### src/rtl/fsm_out_wrmem_if.sv
// Stream-port and memory-write bundle for fsm_out_wrmem.
// The slave modport is the controller; the master modport is its environment.
interface fsm_out_wrmem_if #(
  parameter int unsigned DATA_W = 32,
  parameter int unsigned ADDR_W = 12,
  parameter int unsigned CNT_W  = 16
) ();
  logic              start;
  logic [CNT_W-1:0]  size;
  logic [ADDR_W-1:0] base_addr;
  logic              abort;
  logic              in_send;
  logic [DATA_W-1:0] in_data;
  logic              in_rdy;
  logic              mem_full;
  logic              mem_write;
  logic [ADDR_W-1:0] mem_addr;
  logic [DATA_W-1:0] mem_data;
  logic              count;
  logic              burst_done;
  logic              done;
  logic              busy;

  modport slave (
    input  start, size, base_addr, abort, in_send, in_data, mem_full,
    output in_rdy, mem_write, mem_addr, mem_data, count, burst_done, done, busy
  );

  modport master (
    output start, size, base_addr, abort, in_send, in_data, mem_full,
    input  in_rdy, mem_write, mem_addr, mem_data, count, burst_done, done, busy
  );
endinterface

### src/rtl/fsm_out_wrmem.sv
// Stream-to-memory write controller: accepts send/rdy stream words and writes them to
// incrementing addresses in bursts separated by one idle cycle, ending after a word count.
module fsm_out_wrmem #(
  parameter int unsigned DATA_W    = 32,
  parameter int unsigned ADDR_W    = 12,
  parameter int unsigned CNT_W     = 16,
  parameter int unsigned BURST_LEN = 16
) (
  input logic           i_clk,
  input logic           i_rst,
  fsm_out_wrmem_if.slave bus
);

  localparam int unsigned BCNT_W = (BURST_LEN > 1) ? $clog2(BURST_LEN) : 1;
  localparam logic [BCNT_W-1:0] BCNT_LAST = BCNT_W'(BURST_LEN - 1);

  typedef enum logic [1:0] {
    StIdle = 2'd0,
    StRecv = 2'd1,
    StGap  = 2'd2,
    StDone = 2'd3
  } state_e;

  state_e            r_state;
  logic [CNT_W-1:0]  r_remaining;
  logic [ADDR_W-1:0] r_addr;
  logic [BCNT_W-1:0] r_bcnt;
  logic              r_mem_write;
  logic [ADDR_W-1:0] r_mem_addr;
  logic [DATA_W-1:0] r_mem_data;
  logic              r_burst_done;
  logic              r_done;

  logic w_in_rdy;
  logic w_xfer;

  // Abort masks ready so a word offered in the abort cycle stays with the producer.
  assign w_in_rdy = (r_state == StRecv) && !bus.mem_full && !bus.abort;
  assign w_xfer   = bus.in_send && w_in_rdy;

  always_ff @(posedge i_clk or posedge i_rst) begin
    if (i_rst) begin
      r_state      <= StIdle;
      r_remaining  <= '0;
      r_addr       <= '0;
      r_bcnt       <= '0;
      r_mem_write  <= 1'b0;
      r_mem_addr   <= '0;
      r_mem_data   <= '0;
      r_burst_done <= 1'b0;
      r_done       <= 1'b0;
    end else begin
      r_mem_write  <= w_xfer;
      r_burst_done <= 1'b0;
      r_done       <= 1'b0;
      if (w_xfer) begin
        r_mem_addr  <= r_addr;
        r_mem_data  <= bus.in_data;
        r_addr      <= r_addr + ADDR_W'(1);
        r_remaining <= r_remaining - CNT_W'(1);
        r_bcnt      <= r_bcnt + BCNT_W'(1);
      end
      if (bus.abort && (r_state != StIdle)) begin
        r_state <= StIdle;
      end else begin
        unique case (r_state)
          StIdle: begin
            if (bus.start) begin
              r_remaining <= bus.size;
              r_addr      <= bus.base_addr;
              r_bcnt      <= '0;
              r_state     <= (bus.size != '0) ? StRecv : StDone;
            end
          end
          StRecv: begin
            // The last word of the transfer wins over a burst boundary.
            if (w_xfer) begin
              if (r_remaining == CNT_W'(1)) begin
                r_state <= StDone;
              end else if (r_bcnt == BCNT_LAST) begin
                r_bcnt       <= '0;
                r_state      <= StGap;
                r_burst_done <= 1'b1;
              end
            end
          end
          StGap: begin
            r_state <= StRecv;
          end
          StDone: begin
            r_state <= StIdle;
            r_done  <= 1'b1;
          end
        endcase
      end
    end
  end

  assign bus.in_rdy     = w_in_rdy;
  assign bus.mem_write  = r_mem_write;
  assign bus.mem_addr   = r_mem_addr;
  assign bus.mem_data   = r_mem_data;
  assign bus.count      = r_mem_write;
  assign bus.burst_done = r_burst_done;
  assign bus.done       = r_done;
  assign bus.busy       = (r_state != StIdle);

endmodule

### src/flat_wrapper.sv
// flat-port wrapper written by rule: the top's interface ports become plain ports
module fsm_out_wrmem_flat 
#(
  parameter int unsigned DATA_W    = 32,
  parameter int unsigned ADDR_W    = 12,
  parameter int unsigned CNT_W     = 16,
  parameter int unsigned BURST_LEN = 16
)
  (i_clk, i_rst, bus_start, bus_size, bus_base_addr, bus_abort, bus_in_send, bus_in_data, bus_mem_full, bus_in_rdy, bus_mem_write, bus_mem_addr, bus_mem_data, bus_count, bus_burst_done, bus_done, bus_busy);
  fsm_out_wrmem_if #(.DATA_W(DATA_W), .ADDR_W(ADDR_W), .CNT_W(CNT_W)) bus_i ();
  input logic i_clk;
  input logic i_rst;
  input wire logic [$bits(bus_i.start)-1:0] bus_start;
  input wire logic [$bits(bus_i.size)-1:0] bus_size;
  input wire logic [$bits(bus_i.base_addr)-1:0] bus_base_addr;
  input wire logic [$bits(bus_i.abort)-1:0] bus_abort;
  input wire logic [$bits(bus_i.in_send)-1:0] bus_in_send;
  input wire logic [$bits(bus_i.in_data)-1:0] bus_in_data;
  input wire logic [$bits(bus_i.mem_full)-1:0] bus_mem_full;
  output wire logic [$bits(bus_i.in_rdy)-1:0] bus_in_rdy;
  output wire logic [$bits(bus_i.mem_write)-1:0] bus_mem_write;
  output wire logic [$bits(bus_i.mem_addr)-1:0] bus_mem_addr;
  output wire logic [$bits(bus_i.mem_data)-1:0] bus_mem_data;
  output wire logic [$bits(bus_i.count)-1:0] bus_count;
  output wire logic [$bits(bus_i.burst_done)-1:0] bus_burst_done;
  output wire logic [$bits(bus_i.done)-1:0] bus_done;
  output wire logic [$bits(bus_i.busy)-1:0] bus_busy;
  assign bus_i.start = bus_start;
  assign bus_i.size = bus_size;
  assign bus_i.base_addr = bus_base_addr;
  assign bus_i.abort = bus_abort;
  assign bus_i.in_send = bus_in_send;
  assign bus_i.in_data = bus_in_data;
  assign bus_i.mem_full = bus_mem_full;
  assign bus_in_rdy = bus_i.in_rdy;
  assign bus_mem_write = bus_i.mem_write;
  assign bus_mem_addr = bus_i.mem_addr;
  assign bus_mem_data = bus_i.mem_data;
  assign bus_count = bus_i.count;
  assign bus_burst_done = bus_i.burst_done;
  assign bus_done = bus_i.done;
  assign bus_busy = bus_i.busy;
  fsm_out_wrmem #(.DATA_W(DATA_W), .ADDR_W(ADDR_W), .CNT_W(CNT_W), .BURST_LEN(BURST_LEN)) u_core (.i_clk(i_clk), .i_rst(i_rst), .bus(bus_i));
endmodule
### config.mk
export PLATFORM = sky130hd
export DESIGN_NAME = fsm_out_wrmem_flat
export DESIGN_NICKNAME = d
export VERILOG_FILES = /design/src/rtl/fsm_out_wrmem_if.sv /design/src/rtl/fsm_out_wrmem.sv /design/src/flat_wrapper.sv
export SDC_FILE = /design/constraint.sdc
export NUM_CORES = 1
export LEC_CHECK = 0
export CAP_MARGIN = 20
export CORE_ASPECT_RATIO = 1.4
export CORE_UTILIZATION = 50
export CTS_CLUSTER_SIZE = 40
export DETAILED_ROUTE_END_ITERATION = 12
export GPL_ROUTABILITY_DRIVEN = 0
export PLACE_DENSITY = 0.95
export SETUP_SLACK_MARGIN = 0.3
export SLEW_MARGIN = 20
export SYNTH_ARGS = -nofsm -noshare
export SYNTH_HDL_FRONTEND = slang
export SYNTH_SLANG_ARGS = --single-unit
### constraint.sdc
create_clock -name i_clk -period 7.65 [get_ports i_clk]
set_input_delay 1.53 -clock i_clk [delete_from_list [all_inputs] [get_ports i_clk]]
set_output_delay 1.53 -clock i_clk [all_outputs]
set_load 0.1 [all_outputs]
Word level (Yosys, flattened, before mapping)
Cells that the tools add are included.
{"block": "op_classes", "n_addsub": 3, "eq_ne": 8, "muxes": 29, "n_reduce_logical": 10}
{"operator": "2-to-1 mux 16 bit", "count": 4}
{"operator": "2-to-1 mux 12 bit", "count": 4}
{"operator": "2-to-1 mux 4 bit", "count": 6}
{"operator": "== test 16 x 1 -> 1 bit (second input constant)", "count": 1}
{"operator": "nonzero test 16 bit", "count": 1}
{"operator": "subtractor 16 x 1 -> 16 bit (second input constant)", "count": 1}
{"operator": "adder 12 x 1 -> 12 bit (second input constant)", "count": 1}
{"operator": "2-to-1 mux 2 bit", "count": 6}
{"operator": "one-hot mux 2 bit (4 select lines)", "count": 1}
{"operator": "one-hot mux 4 bit (2 select lines)", "count": 1}
{"operator": "2-to-1 mux 1 bit", "count": 7}
{"operator": "inequality test 3 x 2 -> 1 bit (second input constant)", "count": 2}
{"operator": "adder 4 x 1 -> 4 bit (second input constant)", "count": 1}
{"operator": "== test 2 bit (second input constant)", "count": 2}
{"operator": "== test 4 bit (second input constant)", "count": 1}
{"operator": "logical AND 1 bit", "count": 4}
{"operator": "inequality test 4 bit (second input constant)", "count": 1}
{"operator": "AND reduction 3 bit", "count": 1}
{"operator": "== test 2 x 1 -> 1 bit (second input constant)", "count": 1}
{"operator": "logical NOT 1 bit", "count": 2}
{"operator": "logical NOT 2 bit", "count": 1}
{"operator": "nonzero test 2 bit", "count": 1}
{"block": "word_totals", "ff_bits": 81, "in_bits": 66, "output_inout_bits": 50, "wordCells": 59}

Logic depth before layout (Yosys ltp)
Gate-level depths: netlist of the first run.
{"block": "depth", "word_depth": 10, "ltp_mapped": 9}

Worst setup path before layout of the first run
OpenSTA, ideal clock, no wires.
{"block": "synth_path", "path_type": "input port to output port", "startpoint": "in bus_abort", "endpoint": "out bus_in_rdy", "t_arrival_ns": 2.742, "setup_slack_ns": 3.378, "stages": 4, "cell_sequence": "or4b_1 -> buf_6 -> inv_6 -> buf_2"}
{"block": "synth_via", "elab_chain_len": 2}
{"item": "from (decl)", "line_no": "flat_wrapper.sv:16", "source": "input wire logic [$bits(bus_i.abort)-1:0] bus_abort;"}
{"item": "logical NOT 1 bit", "line_no": "fsm_out_wrmem.sv:38", "source": "assign w_in_rdy = (r_state == StRecv) && !bus.mem_full && !bus.abort;"}
{"item": "logical AND 1 bit", "line_no": "fsm_out_wrmem.sv:38"}
{"item": "to (decl)", "line_no": "flat_wrapper.sv:20", "source": "output wire logic [$bits(bus_i.in_rdy)-1:0] bus_in_rdy;"}
Every way passes these cells.

Final worst setup path of the first run
Same ends and word-level chain as after synthesis.

==> out/metrics.yaml, run 1 <==
synth:
  ys_warn_count: 0
  ys_dominant_reg_cell: "dfrtp_1"
  syn_inst: 404
  avgSynthCellArea_um2: 9.34
  synth_area_um2: 3770
  synth-edff-count: 0
  seq_area_frac_synth_pct: 53.7
  synthArstFlopShare_pct: 100
  yosysUniqueCellTypes: 41
  syn-num-nets: 474
  synth.top_cell.area_share_pct: 53.7
  ys_ff_latch: 81
  yosysTopAreaCell: "dfrtp_1"
  synth_area_leaders: "dfrtp_1, nand2_1, mux2_2"
global_route:
  grt_max_degree: 82
  use_met1_pct: 30.6
  antenna_found_initial: 0
  met2_usage_pct: 44.1
  grt_pass1_vias: 3418
  busiest_layer: "met2"
  track_usage_pct: 26.1
  grt_first_pass_wirelength_mm: 15.6
  grt_use_met3_pct: 4.53
  grt_overflow_total: 0
hold_path:
  min_path_cells: 2
  hp-start: "u_core.bus.mem_data[23]"
  hold_path_class: "reg2reg"
  worstHoldEndpoint: "u_core.bus.mem_data[23]"
drt:
  antenna_left: 0
  drc: 0
  first_iter_violations: 308
  vias: 3371
  routed_wl_mm: 9.54
  detail_route.wl_per_cell_um: 15.6
  vias_per_cell: 5.51
  dr.pass1.iters: 4
sta:
  setup_viol: 0
  rsz0062_at_grt: "no"
  tightest_slew_ns: 1.00
  layout_min_cycle_time_ns: 5.73
  hold_violations: 0
  tns_ns: 0
  slew_viol_final: 0
  max_slew_margin_pct: 33.1
  period_share_pct: 74.8
  fmax_mhz: 175
  skew_ns: 0.0148
worst_setup_path:
  r2r_slack_ns: 4.25
  cp.arrival_ns: 4.20
  path_delay_family: "buffers and inverters"
  cpMostUsedCell: "clkdlybuf4s50_1"
  critPathSlowestCell: "clkdlybuf4s50_1"
  start_kind: "input pin"
  critPathKind: "in2out"
  critical_path_required_ns: 6.12
  crit_chain: "clkdlybuf4s50_1 > or4b_1 > inv_6 > clkdlybuf4s50_1"
  critPathCaptureType: "output pin"
  reg2regPathDepth: 6
  r2r_end: "u_core.r_remaining[1]"
  cpPeakStageDelay_ns: 1.17
  reg2reg_from: "u_core.r_state[1]"
  crit_fanout: 15
  worstPathBufferInverterCount: 3
run:
  cap_violations: 0
final_layout:
  diodes: 0
  finalInstanceArea_um2: 5160
  area_delta_synth_final_pct: 36.7
  drive_gt1_share_pct: 7.18
  final_nets: 580
  nFillCells: 562
floorplanning:
  die_area_um2: 7910
  fp-row-count: 37
  die_y_um: 105
  io_pins: 116
  initial_core_util_pct: 51.6
  die_x_um: 75.4
  core_area_um2: 7310
clock_network:
  clock_sinks: 81
  htreeDepth: 3
  cts_tree: "yes"
  cts_buffers: 9
  cts_resized: 0
  clock_path_buffers: 2
  cts_setup_buffers: 0
  clkTransAtPathRegs_ns: 0.08
  clk_latency_ns: 0.36
  cts-hold-fix-buffers: 0
  cts_root_buf: "clkbuf_8"
run_status:
  status: "complete, no violations"
power:
  p_leak_nw: 2.25
  ir_drop_uv: 240
  pwr_density_cell_nw_per_um2: 364
placement:
  post_dp_cell_area_um2: 4960
  dpl.hpwl_mm: 6.65
  portBuffers: 115
==> worst min-delay path: cells and delay by family (launching register included) <==
family / cells / cell delay [ns]
simple gates: 2 / 0.11
flops: 1 / 0.34
==> cell type report <==
class	instances	area [um2]	area share, %
Sequential cell	81	2030	39.3
Multi-Input combinational cell	294	1610	31.3
Timing Repair Buffer	117	1170	22.7
Clock buffer	12	145	2.81
Tap cell	97	121	2.35
Clock inverter	4	51.3	0.994
Inverter	7	32.5	0.630
==> per-layer routing <==
metal,up-vias,part of all wire (%)
met5,-,0
met4,0,2.8
met3,20,5.3
met2,138,53
li1,1559,-
met1,1654,39
==> cells in the mapped netlist, types with 2 or more instances <==
master,count
buf_2,4
or2_2,2
nor4_1,10
xor2_1,11
ha_1,4
mux2_2,11
dfrtp_1,81
nor4bb_1,2
mux2i_1,4
nor3b_1,3
nand3b_1,2
a21oi_1,3
buf_4,2
nand3_1,18
xnor2_1,9
clkbuf_1,14
buf_6,2
inv_1,5
and3_1,4
nand2_1,132
nand4_1,6
o31ai_1,3
and2_1,3
or4_1,5
or3_1,2
nor3_1,6
o21ai_0,18
nor2_1,18
a31oi_1,8
==> cells in the final DEF (no fill, tap or decap), types with 3 or more instances in the layout <==
cell,count
and3_1,4
and2_1,3
nor4_1,10
nor3_1,6
o31ai_1,3
a31oi_1,8
nand4_1,6
ha_1,4
clkdlybuf4s50_1,115
a21oi_1,3
mux2i_1,4
nor2_1,18
o21ai_0,18
xor2_1,11
inv_1,4
mux2_2,11
nand2_1,131
or4_1,5
nand3_1,18
clkbuf_8,10
xnor2_1,9
dfrtp_1,81
==> how the worst max path moves through the flow <==
stage              start         end  cells after the start
2_1_floorplan  bus_abort  bus_in_rdy                      4
4_1_cts        bus_abort  bus_in_rdy                      4
3_3_place_gp   bus_abort  bus_in_rdy                      4
6_report       bus_abort  bus_in_rdy                      4
5_1_grt        bus_abort  bus_in_rdy                      4
3_5_place_dp   bus_abort  bus_in_rdy                      4
==> per-stage QoR <==
stage / util [%] / hold WS (ns) / setup WS, ns / cells / power [mW]
6_report: 70.6 / 0.483 / 1.92 / 612 / 1.88
5_1_grt: 70.6 / 0.499 / 1.88 / 612 / 1.95
4_1_cts: 70.5 / 0.486 / 1.95 / 612 / 1.88
3_5_place_dp: 67.8 / 0.466 / 1.97 / 596 / 1.57
3_3_place_gp: 67.8 / 0.457 / 2.06 / 596 / 1.54
2_1_floorplan: - / 0.492 / 3.38 / 404 / 1.32
==> registers in the layout (all words and copies together) (netlist names) <==
| register | count |
|---|---|
| u_core.bus.mem_addr | 12 |
| u_core.r_state | 2 |
| u_core.bus.burst_done | 1 |
| u_core.bus.count | 1 |
| u_core.bus.done | 1 |
| u_core.bus.mem_data | 32 |
| u_core.r_remaining | 16 |
| u_core.r_addr | 12 |
| u_core.r_bcnt | 4 |
==> report_power, final <==
| group | internal (mW) | switching [mW] |
|---|---|---|
| clock network | 0.161 | 0.152 |
| registers | 0.535 | 0.0871 |
| logic | 0.235 | 0.707 |
==> logic make-up (layout without fill, tap and decap cells) <==
kind of cell    after synthesis  count (layout)  synth area share (%)
fa+ha+maj                     4               4                  1.33
flops                        81              81                  53.7
compound gates               35              35                  5.20
xor+xnor                     20              20                  4.64
mux                          15              15                  4.34
buf+inv                      29             140                  3.75
simple gates                220             220                  27.0
Power figures use the tool's default switching activity.
==> run 2: changes to the inputs <==
--- a/config.mk
+++ b/config.mk
@@ -7,11 +7,11 @@
 export LEC_CHECK = 0
 export CAP_MARGIN = 20
 export CORE_ASPECT_RATIO = 1.4
-export CORE_UTILIZATION = 50
+export CORE_UTILIZATION = 47
 export CTS_CLUSTER_SIZE = 40
 export DETAILED_ROUTE_END_ITERATION = 12
 export GPL_ROUTABILITY_DRIVEN = 0
-export PLACE_DENSITY = 0.95
+export PLACE_DENSITY = 0.91
 export SETUP_SLACK_MARGIN = 0.3
 export SLEW_MARGIN = 20
 export SYNTH_ARGS = -nofsm -noshare
==> constraint.sdc (replaced) <==
create_clock -name i_clk -period 5.3 [get_ports i_clk]
set_input_delay 1.06 -clock i_clk [delete_from_list [all_inputs] [get_ports i_clk]]
set_output_delay 1.06 -clock i_clk [all_outputs]
set_load 0.1 [all_outputs]
==> run 2 against run 1 <==
  * Largest power group unchanged
  * Register-to-register slack got worse by 1.5 ns
  * Sequential power increased by 44%
  * Final cell count increased by 0.65%
==> out/metrics.yaml, run 2 (same netlist as run 1, synthesis figures left out) <==
sta:
  rsz0062_at_grt: "no"
  fmax_mhz: 261
  tns_ns: 0
  max_slew_margin_pct: 33.3
  layout_min_cycle_time_ns: 3.84
  tightest_slew_ns: 0.998
  period_share_pct: 72.4
  setup_viol: 0
  skew_ns: 0.00480
  hold_violations: 0
  slew_viol_final: 0
clock_network:
  cts_setup_buffers: 0
  cts_root_buf: "clkbuf_8"
  cts-hold-fix-buffers: 0
  clock_sinks: 81
  cts_buffers: 9
  clock_path_buffers: 2
  clkTransAtPathRegs_ns: 0.07
  cts_resized: 0
  htreeDepth: 3
  clk_latency_ns: 0.35
  cts_tree: "yes"
placement:
  portBuffers: 115
  dpl.hpwl_mm: 6.36
  post_dp_cell_area_um2: 4970
final_layout:
  multiInputGateArea_um2: 1620
  nFillCells: 579
  mostFrequentLayoutCells: "nand2_1, clkdlybuf4s50_1, dfrtp_1"
  finalInstanceArea_um2: 5220
  diodes: 0
  drive_gt1_share_pct: 7.95
  area_delta_synth_final_pct: 38.2
  final_nets: 581
  layout_commonest_cell: "nand2_1"
  seq_area_um2: 2030
  largest_reg_flops: 32
worst_setup_path:
  start_kind: "input pin"
  r2r_slack_ns: 2.79
  cp.arrival_ns: 2.78
  reg2reg_from: "u_core.r_state[1]"
  critPathCaptureType: "output pin"
  r2r_end: "u_core.r_addr[0]"
  reg2regPathDepth: 6
  critical_path_required_ns: 4.24
  critPathKind: "in2out"
  crit_fanout: 15
floorplanning:
  die_x_um: 77.7
  io_pins: 116
  die_area_um2: 8400
  initial_core_util_pct: 48.7
  fp-row-count: 38
  die_y_um: 108
  core_area_um2: 7750
drt:
  antenna_left: 0
  maxUsedRoutingLayer: "met4"
  detail_route.wl_per_cell_um: 14.8
  routed_wl_mm: 9.10
  drc: 0
  wirelength_met1_mm: 3.63
  first_iter_violations: 279
  met2_length_mm: 4.66
  vias_per_cell: 5.36
  wl_met3_um: 551
  vias: 3300
  dr.pass1.iters: 4
hold_path:
  hold_path_class: "reg2reg"
  min_path_cells: 2
  worstHoldEndpoint: "u_core.bus.mem_data[13]"
  hp-start: "u_core.bus.mem_data[13]"
global_route:
  grt_overflow_total: 0
  grt_pass1_vias: 3254
  grt_first_pass_wirelength_mm: 15.2
  grt_max_degree: 51
  antenna_found_initial: 0
  track_usage_pct: 23.4
run_status:
  status: "complete, no violations"
power:
  ir_drop_uv: 358
  pwr_density_cell_nw_per_um2: 532
  p_leak_nw: 2.28
run:
  cap_violations: 0
[run 2: changes by cell type in the layout (fill, tap and decap cells not counted), sizes merged]
cell,before,now
inv,7,6
clkdlybuf4s50,115,114
clkinv,2,3
bufinv,1,2
buf,2,4
clkinvlp,1,0
[run 2: worst max-delay path, cell delays in order]
cell,delay (ns)
clkdlybuf4s50_1,0.44
or4b_1,0.73
inv_6,0.22
buf_4,0.32
[run 2: where the power goes]
group | switching (mW) | total, mW | internal [mW] | leakage [nW]
clock network | 0.219 | 0.523 | 0.304 | 0.123
registers | 0.124 | 0.897 | 0.773 | 0.996
logic | 1.01 | 1.35 | 0.340 | 1.16
[run 2: worst max path at each step]
stage                          from    endpoint  slack [ns]
final                     bus_abort  bus_in_rdy        1.46
after global routing      bus_abort  bus_in_rdy        1.39
after CTS                 bus_abort  bus_in_rdy        1.48
after detailed placement  bus_abort  bus_in_rdy        1.50
after global placement    bus_abort  bus_in_rdy        1.50
after floorplan           bus_abort  bus_in_rdy        1.97
[run 2: cell type report]
cell class,instances,share of cell area [%]
Clock buffer,12,3.17
Clock inverter,4,1.42
Inverter,7,0.624
Multi-Input combinational cell,294,31.1
Sequential cell,81,38.9
Tap cell,100,2.40
Timing Repair Buffer,118,22.5
[run 2: metal layers]
layer,up-vias,global-route usage [%]
li1,1573,-
met1,1566,27.9
met2,134,39.5
met3,27,5.23
met4,0,11.7
met5,-,0
[run 2: per-stage QoR]
stage	hold WS, ns	instances	setup WS (ns)	total power [mW]	util (%)
after floorplan	0.492	404	1.97	1.91	-
after global placement	0.458	600	1.50	2.23	64.1
after detailed placement	0.461	600	1.50	2.26	64.1
after CTS	0.481	616	1.48	2.79	67.2
after global routing	0.499	616	1.39	2.89	67.3
final	0.476	616	1.46	2.77	67.3
